[config.mk]
export PLATFORM = sky130hd
export DESIGN_NAME = wb_router_18
export DESIGN_NICKNAME = d
export VERILOG_FILES = /design/src/rtl/wb_router_18.sv
export SDC_FILE = /design/constraint.sdc
export NUM_CORES = 1
export LEC_CHECK = 0
export CAP_MARGIN = 20
export CORE_MARGIN = 2
export CORE_UTILIZATION = 35
export CTS_BUF_LIST = sky130_fd_sc_hd__clkbuf_8
export DETAILED_ROUTE_END_ITERATION = 8
export GPL_TIMING_DRIVEN = 0
export PLACE_DENSITY = 0.66
export RECOVER_POWER = 100
export SLEW_MARGIN = 20
export SYNTH_ARGS = -nofsm -noshare
export SYNTH_HDL_FRONTEND = slang
export SYNTH_SLANG_ARGS = --single-unit
export TNS_END_PERCENT = 5
[constraint.sdc]
create_clock -name clk -period 1.9 [get_ports clk]
set_clock_uncertainty 0.05 [all_clocks]
set_input_delay 0.285 -clock clk [delete_from_list [all_inputs] [get_ports clk]]
set_output_delay 0.285 -clock clk [all_outputs]
set_load 0.02 [all_outputs]
[src/rtl/wb_router_18.sv]
// Seven-way in-order router: a DEPTH-entry FIFO of {dest, data} feeds a shared
// output bus with a one-hot valid per destination; illegal destinations are dropped and flagged.
module wb_router_18 #(
   parameter int WIDTH = 18,
   parameter int DEPTH = 2
) (
   input  logic                     clk,
   input  logic                     rst_n,
   input  logic                     in_valid,
   output logic                     in_ready,
   input  logic [WIDTH-1:0]         in_data,
   input  logic [2:0]               in_dest,
   output logic [6:0]               out_valid,
   input  logic [6:0]               out_ready,
   output logic [WIDTH-1:0]         out_data,
   output logic                     err_dest,
   input  logic                     err_clr,
   output logic [$clog2(DEPTH):0]   count
);

   localparam int AW = $clog2(DEPTH);
   localparam int CW = AW + 1;

   logic [WIDTH-1:0] data_mem_q [DEPTH];
   logic [2:0]       dest_mem_q [DEPTH];
   logic [AW-1:0]    wr_ptr_q, wr_ptr_d;
   logic [AW-1:0]    rd_ptr_q, rd_ptr_d;
   logic [CW-1:0]    count_q, count_d;
   logic             err_q, err_d;

   logic             accept_s, push_s, drop_s, pop_s, nonempty_s;
   logic [2:0]       head_dest_s;
   logic [7:0]       ready_ext_s;

   // Handshake decode; pointers wrap naturally because DEPTH is a power of two.
   always_comb begin
      nonempty_s  = (count_q != {CW{1'b0}});
      head_dest_s = dest_mem_q[rd_ptr_q];
      ready_ext_s = {1'b0, out_ready};
      in_ready    = (count_q < CW'(DEPTH));
      accept_s    = in_valid & in_ready;
      push_s      = accept_s & (in_dest != 3'd7);
      drop_s      = accept_s & (in_dest == 3'd7);
      pop_s       = nonempty_s & ready_ext_s[head_dest_s];

      wr_ptr_d = push_s ? (wr_ptr_q + AW'(1)) : wr_ptr_q;
      rd_ptr_d = pop_s  ? (rd_ptr_q + AW'(1)) : rd_ptr_q;

      case ({push_s, pop_s})
         2'b10:   count_d = count_q + CW'(1);
         2'b01:   count_d = count_q - CW'(1);
         default: count_d = count_q;
      endcase

      // A new illegal word outranks a clear in the same cycle.
      if (drop_s) begin
         err_d = 1'b1;
      end else if (err_clr) begin
         err_d = 1'b0;
      end else begin
         err_d = err_q;
      end
   end

   // Outputs derive only from state, so nothing passes combinationally from in_* to out_*.
   always_comb begin
      if (nonempty_s) begin
         out_valid = 7'd1 << head_dest_s;
         out_data  = data_mem_q[rd_ptr_q];
      end else begin
         out_valid = 7'd0;
         out_data  = {WIDTH{1'b0}};
      end
      count    = count_q;
      err_dest = err_q;
   end

   // Control state with asynchronous reset.
   always_ff @(posedge clk or negedge rst_n) begin
      if (!rst_n) begin
         wr_ptr_q <= {AW{1'b0}};
         rd_ptr_q <= {AW{1'b0}};
         count_q  <= {CW{1'b0}};
         err_q    <= 1'b0;
      end else begin
         wr_ptr_q <= wr_ptr_d;
         rd_ptr_q <= rd_ptr_d;
         count_q  <= count_d;
         err_q    <= err_d;
      end
   end

   // Payload storage is left unreset; out_data is masked while empty.
   always_ff @(posedge clk) begin
      if (push_s) begin
         data_mem_q[wr_ptr_q] <= in_data;
         dest_mem_q[wr_ptr_q] <= in_dest;
      end
   end

endmodule

[Word-level counts from Yosys, hierarchy flattened]
Memories as Yosys holds them, arrays and structs flattened.
Cells that the tools add are included.
Operators by class
  $add $sub $neg: 4
  magnitude comparators: 2
  eq/ne operators: 4
  shifts and indexed selects: 1
  mux-type cells: 9
  bitwise operators: 4
  reduce and logical (&&, ||, !) cells: 3
Operators with widths (number)
  2-to-1 mux 18 bit: 1
  2-to-1 mux 7 bit: 1
  << shifter 1 x 3 -> 7 bit (first input constant): 1
  nonzero test 2 bit: 3
  2-to-1 mux 1 bit: 5
  bitwise AND 1 bit: 4
  < comparator 3 x 4 -> 1 bit (second input constant): 1
  one-hot mux 2 bit (2 select lines): 1
  binary-select mux 1 bit (select 3 bit): 1
  equality test 3 bit (second input constant): 1
  != test 3 bit (second input constant): 1
  adder 1 bit (second input constant): 2
  adder 2 x 1 -> 2 bit (second input constant): 1
  equality test 2 x 1 -> 1 bit (second input constant): 1
  equality test 2 bit (second input constant): 1
  < comparator 2 bit (second input constant): 1
  subtractor 2 x 1 -> 2 bit (second input constant): 1
Storage, ports and cells
  register bits after elaboration: 5
  bits in writable memories: 42
  word-level logic and storage cells: 33
  memories: 2
Memory list
  data_mem_q: depth 2, width 18, rd ports 1, clocked after memory_dff 0, wr ports 1, RTL line 24  | logic [WIDTH-1:0] data_mem_q [DEPTH];
  dest_mem_q: depth 2, width 3, rd ports 1, clocked after memory_dff 0, wr ports 1, RTL line 25  | logic [2:0] dest_mem_q [DEPTH];

[Depth between registers and ports, before layout]
Gate-level depths: netlist of run 1.
An unclocked memory read counts as a cell.
  word-level depth: 6
  depth in mapped cells: 9
  mapped depth without buffers: 8

[Worst setup path after synthesis of run 1]
Ideal clock, no wire load.
  path kind: flip-flop to flip-flop
  from: reg count_q[1], in the netlist count[1]
  to: mem data_mem_q[0][0] (enable)
  setup time: 0.399 ns
  arrival time: 1.741 ns
  slack: -0.290 ns
  cell stages (with the launch flop): 4
  period minus slack after synthesis: 2.190 ns
  cells stage by stage: dfrtp_1 -> inv_2 -> nand3_1 -> nor2_1
Between the ends
  cells in the longest elaborated chain, start to end: 5
RTL lines
  start, declared: RTL line 28  | logic [CW-1:0] count_q, count_d;
  start signal, assigned: RTL line 83  | count_q <= {CW{1'b0}};
  start signal, assigned: RTL line 88  | count_q <= count_d;
  < comparator 2 bit: RTL line 40  | in_ready = (count_q < CW'(DEPTH));
  via in_ready: RTL line 10  | output logic in_ready,
  bitwise AND 1 bit: RTL line 41  | accept_s = in_valid & in_ready;
  bitwise AND 1 bit: RTL line 42  | push_s = accept_s & (in_dest != 3'd7);
  2-to-1 mux 1 bit: RTL line 95  | if (push_s) begin
  2-to-1 mux 1 bit (implied by the code): RTL line 96  | data_mem_q[wr_ptr_q] <= in_data;
  end, declared: RTL line 24
The timed path passes the listed nets, and every way through them passes these cells.

[Worst setup path in the final report of run 1]
  from: reg rd_ptr_q
  to: reg count_q[1], in the netlist count[1]
Between the ends
  cells in the longest elaborated chain, start to end: 6
RTL lines
  start, declared: RTL line 27  | logic [AW-1:0] rd_ptr_q, rd_ptr_d;
  start signal, assigned: RTL line 82  | rd_ptr_q <= {AW{1'b0}};
  start signal, assigned: RTL line 87  | rd_ptr_q <= rd_ptr_d;
  memory (2 x 3 bit) *
  binary-select mux 1 bit (select 3 bit) *: RTL line 44  | pop_s = nonempty_s & ready_ext_s[head_dest_s];
  2-to-1 mux 1 bit (implied by the code) *: RTL line 44
  bitwise AND 1 bit *: RTL line 44
  via pop_s: RTL line 31  | logic accept_s, push_s, drop_s, pop_s, nonempty_s;
  equality test 2 x 1 -> 1 bit / equality test 2 bit (equally long branches): RTL line 49  | case ({push_s, pop_s})
  one-hot mux 2 bit (2 select lines) / nonzero test 2 bit (equally long branches)
The timed path passes the listed nets; every way through them passes the cells marked *. The select of a mux whose other input is x is not followed.
A chain may end at the register's enable or synchronous reset.

==> results.ini, run 1 <==
[status]
run_status = complete, but fails checks
violations = setup timing

[synthesis]
yosysMostFrequentCell = edfxtp_1
synth_top_area_cell = edfxtp_1
postSynthCellCount = 129
synth_cell_types = 27
yosysTopAreaCellShare = 0.638
yosys_register_bits = 47
yosysWarnings = 0
synth_edf_count = 42
netlist_area_sq_um = 1980
async_flop_share = 0.106
avgSynthCellArea_sq_um = 15.3
synth_seq_area_share = 0.701
syn_nets = 162
netlist_top_cells_area = edfxtp_1, mux2i_1, dfrtp_1
synthFlopType = edfxtp_1
synthTopCellsByCount = edfxtp_1, nor2_1, mux2i_1

[critical_path]
slowest_stage = dfrtp_1
crit_fanout = 7
required_ns = 2.06
critical_path.cell_chain = buf_6 > mux2i_4 > mux2i_1 > a2111oi_2 > a211o_2 > ha_4 > xnor2_2 > nor2_2 > xnor2_1
critPathLaunchType = register
crit_arrival_ns = 2.29
setup.worst_path.class = register to register
cpPeakStageDelay_ns = 0.36
endpoint_kind = register

[global_route]
antenna_found_initial = 0
grtUsageMet2 = 0.210
gr-usage-all-layers = 0.120
grt_pass1_wl_mm = 5.65
grtUsageMet1 = 0.127
grt_use_met3 = 0.0545
grt-ovfl-total = 0
grt_pass1_vias = 1255
grt_max_degree = 14
gr-max-usage-layer = met2

[timing]
max_clock_freq_mhz = 470
rsz0062_at_grt = true
tns_ns = -5.70
tightest_slew_ns = 0.511
period_needed_ns = 2.13
finalSetupViolations = 46
hold_viol = 0
report.final.slew_viol_count = 0
hold_slack_ns = 0.236
fin_ws_ns = -0.226
slew_headroom = 0.659
fin_crit_sh = 1.12

[clock_tree]
htreeDepth = 2
clk_pin_slew_worst_paths_ns = 0.08
clk_path_buf_depth = 2
clkLatencyLatePin_ns = 0.28
numCtsBuffers = 5
cts-root-buf = clkbuf_8
cts_tree = built
cts.sinks = 47

[final_layout]
diodes = 0
syn2layout_area_growth_pct = 45.4
layout-drive-gt1-share = 0.185
design_area_sq_um = 2880
nNetsFinal = 238
num-fill-cells = 496
final_cells = 277

[detailed_routing]
wl_mm = 3.62
drc = 0
wl_per_cell_um = 13.1
via_count = 1252
antenna_left = 0
drt_first_pass_iters = 4
viasPerCell = 4.52
drt_iter0_markers = 61

[floorplan]
rows = 27
die_y_um = 79.2
dieArea_sq_um = 6270
ioPinCount = 61
start_util = 0.361
core-area_sq_um = 5470
die_w_um = 79.2

[placed_design]
port_buffers = 60
placed_cells = 263
post-dp-hpwl_mm = 2.66
place.gp.congestion = 0.696
place_area_sq_um = 2700

[power_and_ir_drop]
powerDensity_nw_per_um2 = 1470
leakage_nw = 1.14
ir_drop_v = 0.000575

[job]
drv_cap = 0

[worst_hold_path]
hold_class = input pin to asynchronous set/reset pin

-- critical path, delay by kind of cell (launching register included) --
kind	cells	cell delay, ns
DFF	1	0.36
buffers and inverters	1	0.16
muxes	2	0.49
adders and majority gates	1	0.17
xor gates and xnor gates	2	0.24
and+or+nand+nor	1	0.12
AOI/OAI and AO/OA	2	0.45
-- final cells by class --
class | count | area (sq um) | area share
flip-flops and latches | 47 | 1390 | 0.482
repair buffers | 69 | 646 | 0.224
multi-input cells | 74 | 594 | 0.207
well taps | 72 | 90.1 | 0.0313
clock buffers | 5 | 68.8 | 0.0239
plain buffers | 4 | 42.5 | 0.0148
clock inverters | 2 | 33.8 | 0.0117
inverters | 4 | 15.0 | 0.00522
-- where the power goes --
part	switching (mW)	internal (mW)
clock network	0.284	0.380
logic	1.13	0.989
registers	0.105	1.34
total	1.52	2.71
-- routing by layer --
layer	share of wire	wire length (um)
met3	0.089	322
met5	0	0
met2	0.52	1870
met1	0.39	1400
met4	0.0075	27
-- stage by stage --
step           total power, mW  worst slack, ns  utilization
2_1_floorplan             2.70           -0.290            -
3_3_place_gp              3.51            -1.04        0.488
3_5_place_dp              3.56           -0.488        0.494
4_1_cts                   4.14           -0.257        0.512
5_1_grt                   4.51           -0.358        0.526
6_report                  4.23           -0.226        0.526
-- final timing paths --
check                      slack, ns       end  cells past startpoint      from
setup / recovery               -0.23  count[1]                      9  rd_ptr_q
setup reg to reg               -0.23  count[1]                      9  rd_ptr_q
hold / removal                  0.24  count[1]                      1     rst_n
max in group asynchronous       1.37  rd_ptr_q                      1     rst_n
hold reg to reg                 0.47  wr_ptr_q                      1  wr_ptr_q
min in group clk                0.47  wr_ptr_q                      1  wr_ptr_q
-- cells by family (layout without fill, tap and decap cells) --
logic type / after synthesis / in the layout / synth area share
mux: 24 / 24 / 0.137
fa+ha+maj: 1 / 1 / 0.00632
compound gates: 6 / 6 / 0.0247
buf+inv: 8 / 84 / 0.0202
flops: 47 / 47 / 0.701
xor+xnor: 5 / 5 / 0.0259
simple gates: 38 / 38 / 0.0854
-- registers in the layout, summed over array words and instances (netlist names) --
name and count:
err_dest 1, dest_mem_q 6, wr_ptr_q 1, rd_ptr_q 1
data_mem_q 36, count 2
-- placed cells by master, fill, tap and decap left out, types with 5 or more instances in the layout --
cell / instances
edfxtp_1: 42
clkdlybuf4s50_1: 12
dlygate4sd2_1: 20
mux2i_1: 20
dlygate4sd3_1: 23
inv_1: 5
dfrtp_1: 5
nor2_1: 24
clkbuf_8: 5
buf_4: 12
-- what timing repair did --
item | CTS | global route
endpoints found under the setup margin | 28 | 53
buffers inserted | 2 | 5
gates resized for setup | 46 | 12
hold buffers | 0 | 0
pin swaps | 3 | 5
cloned | 0 | 0
No activity file was read; power rests on OpenSTA's default activity.
==> run 2: changes to the inputs <==
--- a/config.mk
+++ b/config.mk
@@ -13,6 +13,7 @@
 export GPL_TIMING_DRIVEN = 0
 export PLACE_DENSITY = 0.66
 export RECOVER_POWER = 100
+export SKIP_LAST_GASP = 1
 export SLEW_MARGIN = 20
 export SYNTH_ARGS = -nofsm -noshare
 export SYNTH_HDL_FRONTEND = slang
==> results.ini, run 2 (synthesized netlist as in run 1, its figures left out) <==
[status]
violations = setup timing
run_status = complete, but fails checks

[critical_path]
crit_fanout = 7  ; unchanged
endpoint_kind = register
reg2regPathDepth = 8  ; -1
setup.worst_path.class = register to register
regToRegSetupSlack_ns = -0.25  ; -0.02 ns
rr_startpoint = rd_ptr_q
crit_arrival_ns = 2.27  ; -0.02 ns
required_ns = 2.03  ; -0.03 ns
critPathLaunchType = register
rr_endpoint = count[1]

[floorplan]
dieArea_sq_um = 6270  ; unchanged
core-area_sq_um = 5470  ; unchanged
die_y_um = 79.2  ; unchanged
rows = 27  ; unchanged
ioPinCount = 61  ; unchanged
die_w_um = 79.2  ; unchanged
start_util = 0.361  ; unchanged

[clock_tree]
clk_path_buf_depth = 2  ; unchanged
cts_tree = built
cts-root-buf = clkbuf_8
clkLatencyLatePin_ns = 0.28  ; about the same
clk_pin_slew_worst_paths_ns = 0.08  ; about the same
numCtsBuffers = 5  ; unchanged
cts.sinks = 47  ; unchanged
htreeDepth = 2  ; unchanged

[placed_design]
dpl_worst_slack_ns = -0.488  ; unchanged
port_buffers = 60  ; unchanged
post-dp-hpwl_mm = 2.66  ; unchanged
place_area_sq_um = 2700  ; unchanged
placed_cells = 263  ; unchanged
place.gp.congestion = 0.696  ; unchanged

[job]
drv_cap = 0  ; unchanged

[detailed_routing]
viasPerCell = 4.52  ; about the same
wl_per_cell_um = 13.0  ; -0.33%
via_count = 1248  ; -0.32%
wl_mm = 3.60  ; -0.69%
antenna_left = 0  ; unchanged
drc = 0  ; unchanged
drt_iter0_markers = 60  ; -1.6%
drt_first_pass_iters = 4  ; unchanged

[timing]
fin_crit_sh = 1.13  ; +0.0102
finalSetupViolations = 49  ; +6.5%
max_clock_freq_mhz = 466  ; -0.90%
tightest_slew_ns = 0.511  ; -0.000830 ns
report.final.slew_viol_count = 0  ; unchanged
tns_ns = -5.51  ; +0.191 ns
rsz0062_at_grt = true
hold_viol = 0  ; unchanged
hold_slack_ns = 0.237  ; +0.00131 ns
fin_ws_ns = -0.245  ; -0.0193 ns
period_needed_ns = 2.15  ; +0.0193 ns
slew_headroom = 0.659  ; about the same

[final_layout]
syn2layout_area_growth_pct = 44.8
design_area_sq_um = 2870  ; -0.39%
largest_register_ffs = 36  ; unchanged
most-common-layout-cells = edfxtp_1, nor2_1, dlygate4sd3_1, mux2i_1, dlygate4sd2_1
final_common_cell = edfxtp_1
final_cells = 276  ; -0.36%
multi_input_area_sq_um = 581  ; -2.3%
nNetsFinal = 237  ; -0.42%
layout-drive-gt1-share = 0.172  ; -0.0138
top_register = data_mem_q
diodes = 0  ; unchanged
num-fill-cells = 497  ; +0.20%
seq_area_sq_um = 1390  ; unchanged

[global_route]
grt_pass1_wl_mm = 5.65  ; unchanged
grt_pass1_vias = 1255  ; unchanged
gr-usage-all-layers = 0.120  ; unchanged
grt_max_degree = 14  ; unchanged
antenna_found_initial = 0  ; unchanged
grt-ovfl-total = 0  ; unchanged

[power_and_ir_drop]
leakage_nw = 1.14  ; -0.27%
intPower_mw = 2.70  ; -0.42%
powerDensity_nw_per_um2 = 1470  ; -0.17%
ir_drop_v = 0.000577  ; +0.20%
switchingPower_mw = 1.51  ; -0.81%
pwr-share-comb = 0.498  ; -0.003
p_seq_frac = 0.344  ; +0.002
clockPowerShare = 0.158  ; about the same
p_sw_frac = 0.358  ; -0.000904

[worst_hold_path]
hold_class = input pin to asynchronous set/reset pin

[run 2: cell count changes in the layout (fill, tap and decap cells not counted), sizes merged]
| cell | change |
|---|---|
| dlymetal6s2s | +1 |
| clkdlybuf4s15 | +1 |
| buf | -5 |
| dlygate4sd2 | -1 |
| clkdlybuf4s50 | +3 |
[run 2: how the worst max path moves through the flow]
stage / start / end / slack [ns] / cells after the start
2_1_floorplan: count[1] / data_mem_q[0][0] / -0.29 / 3
3_3_place_gp: in_dest[2] / data_mem_q[1][13] / -1.04 / 4
3_5_place_dp: rd_ptr_q / out_data[13] / -0.49 / 6
4_1_cts: rd_ptr_q / count[1] / -0.26 / 8
5_1_grt: rd_ptr_q / count[1] / -0.37 / 9
6_report: rd_ptr_q / count[1] / -0.25 / 8
[run 2: cell type report]
type | count | share of cell area
inverter | 4 | 0.00524
buffer | 4 | 0.0135
clock buffer | 5 | 0.0240
clock inverter | 2 | 0.0118
timing repair buffer | 68 | 0.228
tap | 72 | 0.0314
multi-input combinational | 74 | 0.203
sequential | 47 | 0.484
[run 2: power groups by stage]
stage                     sequential, mW  clock, mW  combinational [mW]
after floorplan                     1.47          0                1.23
after global placement              1.45          0                2.06
after detailed placement            1.46          0                2.10
after CTS                           1.45      0.685                2.03
after global routing                1.46      0.751                2.27
final                               1.45      0.664                2.09
[run 2: repair_timing]
action / 4_1_cts / 5_1_grt
setup buffers: 2 / 4
endpoints found under the setup margin: 28 / 53
cloned: 0 / 0
pin swaps: 2 / 2
gates resized for setup: 27 / 11
hold buffers: 0 / 0
endpoints found under the hold margin: 0 / 0
[run 2: metrics by stage]
step | total power [mW] | utilization
detailed placement | 3.56 | 0.494
CTS | 4.16 | 0.514
global placement | 3.51 | 0.488
floorplan | 2.70 | -
global route | 4.48 | 0.524
finish | 4.20 | 0.524
[run 2: worst max-delay path, stage by stage (launching register included)]
cell and delay [ns]:
dfrtp_1 0.36, buf_6 0.16, mux2i_4 0.27, mux2i_1 0.24, a2111oi_2 0.09, a211o_2 0.35, ha_2 0.35, nor2_2 0.05
xnor2_1 0.11
[run 2: metal layers]
layer  track usage  wire (um)  up-vias
met3        0.0545        310        4
li1              -          -      615
met2         0.210       1860       48
met5             0          0        -
met1         0.127       1400      581
met4        0.0448         26        0
==> run 3: changes to the inputs <==
--- a/config.mk
+++ b/config.mk
@@ -13,6 +13,7 @@
 export GPL_TIMING_DRIVEN = 0
 export PLACE_DENSITY = 0.66
 export RECOVER_POWER = 100
+export SKIP_CTS_REPAIR_TIMING = 1
 export SKIP_LAST_GASP = 1
 export SLEW_MARGIN = 20
 export SYNTH_ARGS = -nofsm -noshare
==> results.ini, run 3 (synthesized netlist as in run 1, its figures left out) <==
[critical_path]
setup.worst_path.class = register to register
critPathLaunchType = register
endpoint_kind = register
required_ns = 2.06  ; +0.03 ns
crit_fanout = 7  ; unchanged
crit_arrival_ns = 2.29  ; +0.02 ns
cpPeakStageDelay_ns = 0.36  ; about the same
reg2regPathDepth = 8  ; unchanged
slowest_stage = dfrtp_1
critical_path.cell_chain = buf_6 > mux2i_4 > mux2i_1 > a2111oi_2 > a211o_2 > ha_1 > nor2_1 > xnor2_1

[power_and_ir_drop]
clockPowerShare = 0.157  ; about the same
intPower_mw = 2.75  ; +2.1%
switchingPower_mw = 1.49  ; -1.1%
pwr-share-comb = 0.503  ; +0.005
p_seq_frac = 0.341  ; -0.003
powerDensity_nw_per_um2 = 1450  ; -1.3%
ir_drop_v = 0.000596  ; +3.5%
leakage_nw = 1.39  ; +22%
p_sw_frac = 0.351  ; -0.00716
p_total_mw = 4.24  ; +0.96%

[global_route]
antenna_found_initial = 0  ; unchanged
gr-usage-all-layers = 0.120  ; unchanged
grt-ovfl-total = 0  ; unchanged
grt_max_degree = 14  ; unchanged
grt_pass1_vias = 1253  ; -0.16%
grt_pass1_wl_mm = 5.66  ; +0.12%

[clock_tree]
cts.sinks = 47  ; unchanged
cts_tree = built
clk_path_buf_depth = 2  ; unchanged
htreeDepth = 2  ; unchanged
clk_pin_slew_worst_paths_ns = 0.08  ; about the same
numCtsBuffers = 5  ; unchanged
clkLatencyLatePin_ns = 0.29  ; about the same
cts-root-buf = clkbuf_8

[floorplan]
core-area_sq_um = 5470  ; unchanged
dieArea_sq_um = 6270  ; unchanged
start_util = 0.361  ; unchanged
ioPinCount = 61  ; unchanged
rows = 27  ; unchanged
die_y_um = 79.2  ; unchanged
die_w_um = 79.2  ; unchanged

[timing]
hold_viol = 0  ; unchanged
tightest_slew_ns = 0.511  ; +0.000832 ns
report.final.slew_viol_count = 0  ; unchanged
period_needed_ns = 2.12  ; -0.0237 ns
hold_slack_ns = 0.233  ; -0.00383 ns
finalSetupViolations = 42  ; -14%
tns_ns = -3.17  ; +2.34 ns
fin_crit_sh = 1.12  ; -0.0124
max_clock_freq_mhz = 471  ; +1.1%
rsz0062_at_grt = true
slew_headroom = 0.659  ; about the same
fin_ws_ns = -0.222  ; +0.0237 ns

[final_layout]
final_common_cell = edfxtp_1
syn2layout_area_growth_pct = 48.2
most-common-layout-cells = edfxtp_1, nor2_1, dlymetal6s2s_1, dlygate4sd3_1, mux2i_1
diodes = 0  ; unchanged
nNetsFinal = 236  ; -0.42%
largest_register_ffs = 36  ; unchanged
top_register = data_mem_q
num-fill-cells = 476  ; -4.2%
layout-drive-gt1-share = 0.153  ; -0.0189

[placed_design]
dpl_worst_slack_ns = -0.488  ; unchanged
post-dp-hpwl_mm = 2.66  ; unchanged
port_buffers = 60  ; unchanged
place.gp.congestion = 0.696  ; unchanged

[detailed_routing]
wl_mm = 3.65  ; +1.5%
wl_per_cell_um = 13.3  ; +1.8%
drc = 0  ; unchanged
viasPerCell = 4.52  ; about the same
drt_iter0_markers = 67  ; +12%
drt_first_pass_iters = 6  ; +2
via_count = 1244  ; -0.32%
antenna_left = 0  ; unchanged

[status]
run_status = complete, but fails checks
violations = setup timing

[worst_hold_path]
hold_class = input pin to asynchronous set/reset pin

[job]
drv_cap = 0  ; unchanged

run 3: cell types whose count changed in the layout (fill, tap and decap cells not counted), moves of 2 or more:
cell	before	now
clkdlybuf4s50_1	15	12
dlygate4sd2_1	19	0
dlymetal6s2s_1	1	25
nor2_1	23	25
nor2_2	4	2
run 3: area by class of cell:
class / instances / area (sq um) / area share
buffer: 4 / 35.0 / 0.0120
clock buffer: 5 / 68.8 / 0.0235
clock inverter: 2 / 33.8 / 0.0115
inverter: 4 / 15.0 / 0.00512
multi-input combinational: 74 / 572 / 0.195
sequential: 47 / 1390 / 0.473
tap: 72 / 90.1 / 0.0307
timing repair buffer: 67 / 731 / 0.249
run 3: power by group through the flow:
stage | logic, mW | clock network, mW | registers, mW
3_5_place_dp | 2.10 | 0 | 1.46
2_1_floorplan | 1.23 | 0 | 1.47
4_1_cts | 2.11 | 0.685 | 1.44
3_3_place_gp | 2.06 | 0 | 1.45
6_report | 2.13 | 0.665 | 1.45
5_1_grt | 2.29 | 0.751 | 1.46
run 3: per-stage QoR:
step                      utilization  std cells  cell area [sq um]
after floorplan                     -        129               1980
after global placement          0.488        261               2670
after detailed placement        0.494        263               2700
after CTS                       0.513        270               2810
after global routing            0.536        275               2930
final                           0.536        275               2930
run 3: worst paths after layout:
| path | startpoint | endpoint | slack, ns |
|---|---|---|---|
| max in group asynchronous | rst_n | rd_ptr_q | 1.37 |
| min reg2reg | wr_ptr_q | wr_ptr_q | 0.47 |
| min in group clk | wr_ptr_q | wr_ptr_q | 0.47 |
| min | rst_n | count[1] | 0.23 |
| max reg2reg | rd_ptr_q | count[1] | -0.22 |
| max | rd_ptr_q | count[1] | -0.22 |
run 3: metal layers:
layer | track usage | part of all wire | vias up | wire, um
met4 | 0.0397 | 0.0093 | 0 | 34
li1 | - | - | 615 | -
met1 | 0.127 | 0.38 | 581 | 1410
met3 | 0.0557 | 0.079 | 4 | 289
met5 | 0 | 0 | - | 0
met2 | 0.212 | 0.53 | 44 | 1920
run 3: worst max-delay path, delay by kind of cell, from the launching register on:
family | cells | cell delay, ns
muxes | 2 | 0.51
buffers and inverters | 1 | 0.16
and+or+nand+nor | 1 | 0.14
xor gates and xnor gates | 1 | 0.13
adders and majority gates | 1 | 0.31
AOI/OAI and AO/OA | 2 | 0.39
DFF | 1 | 0.36
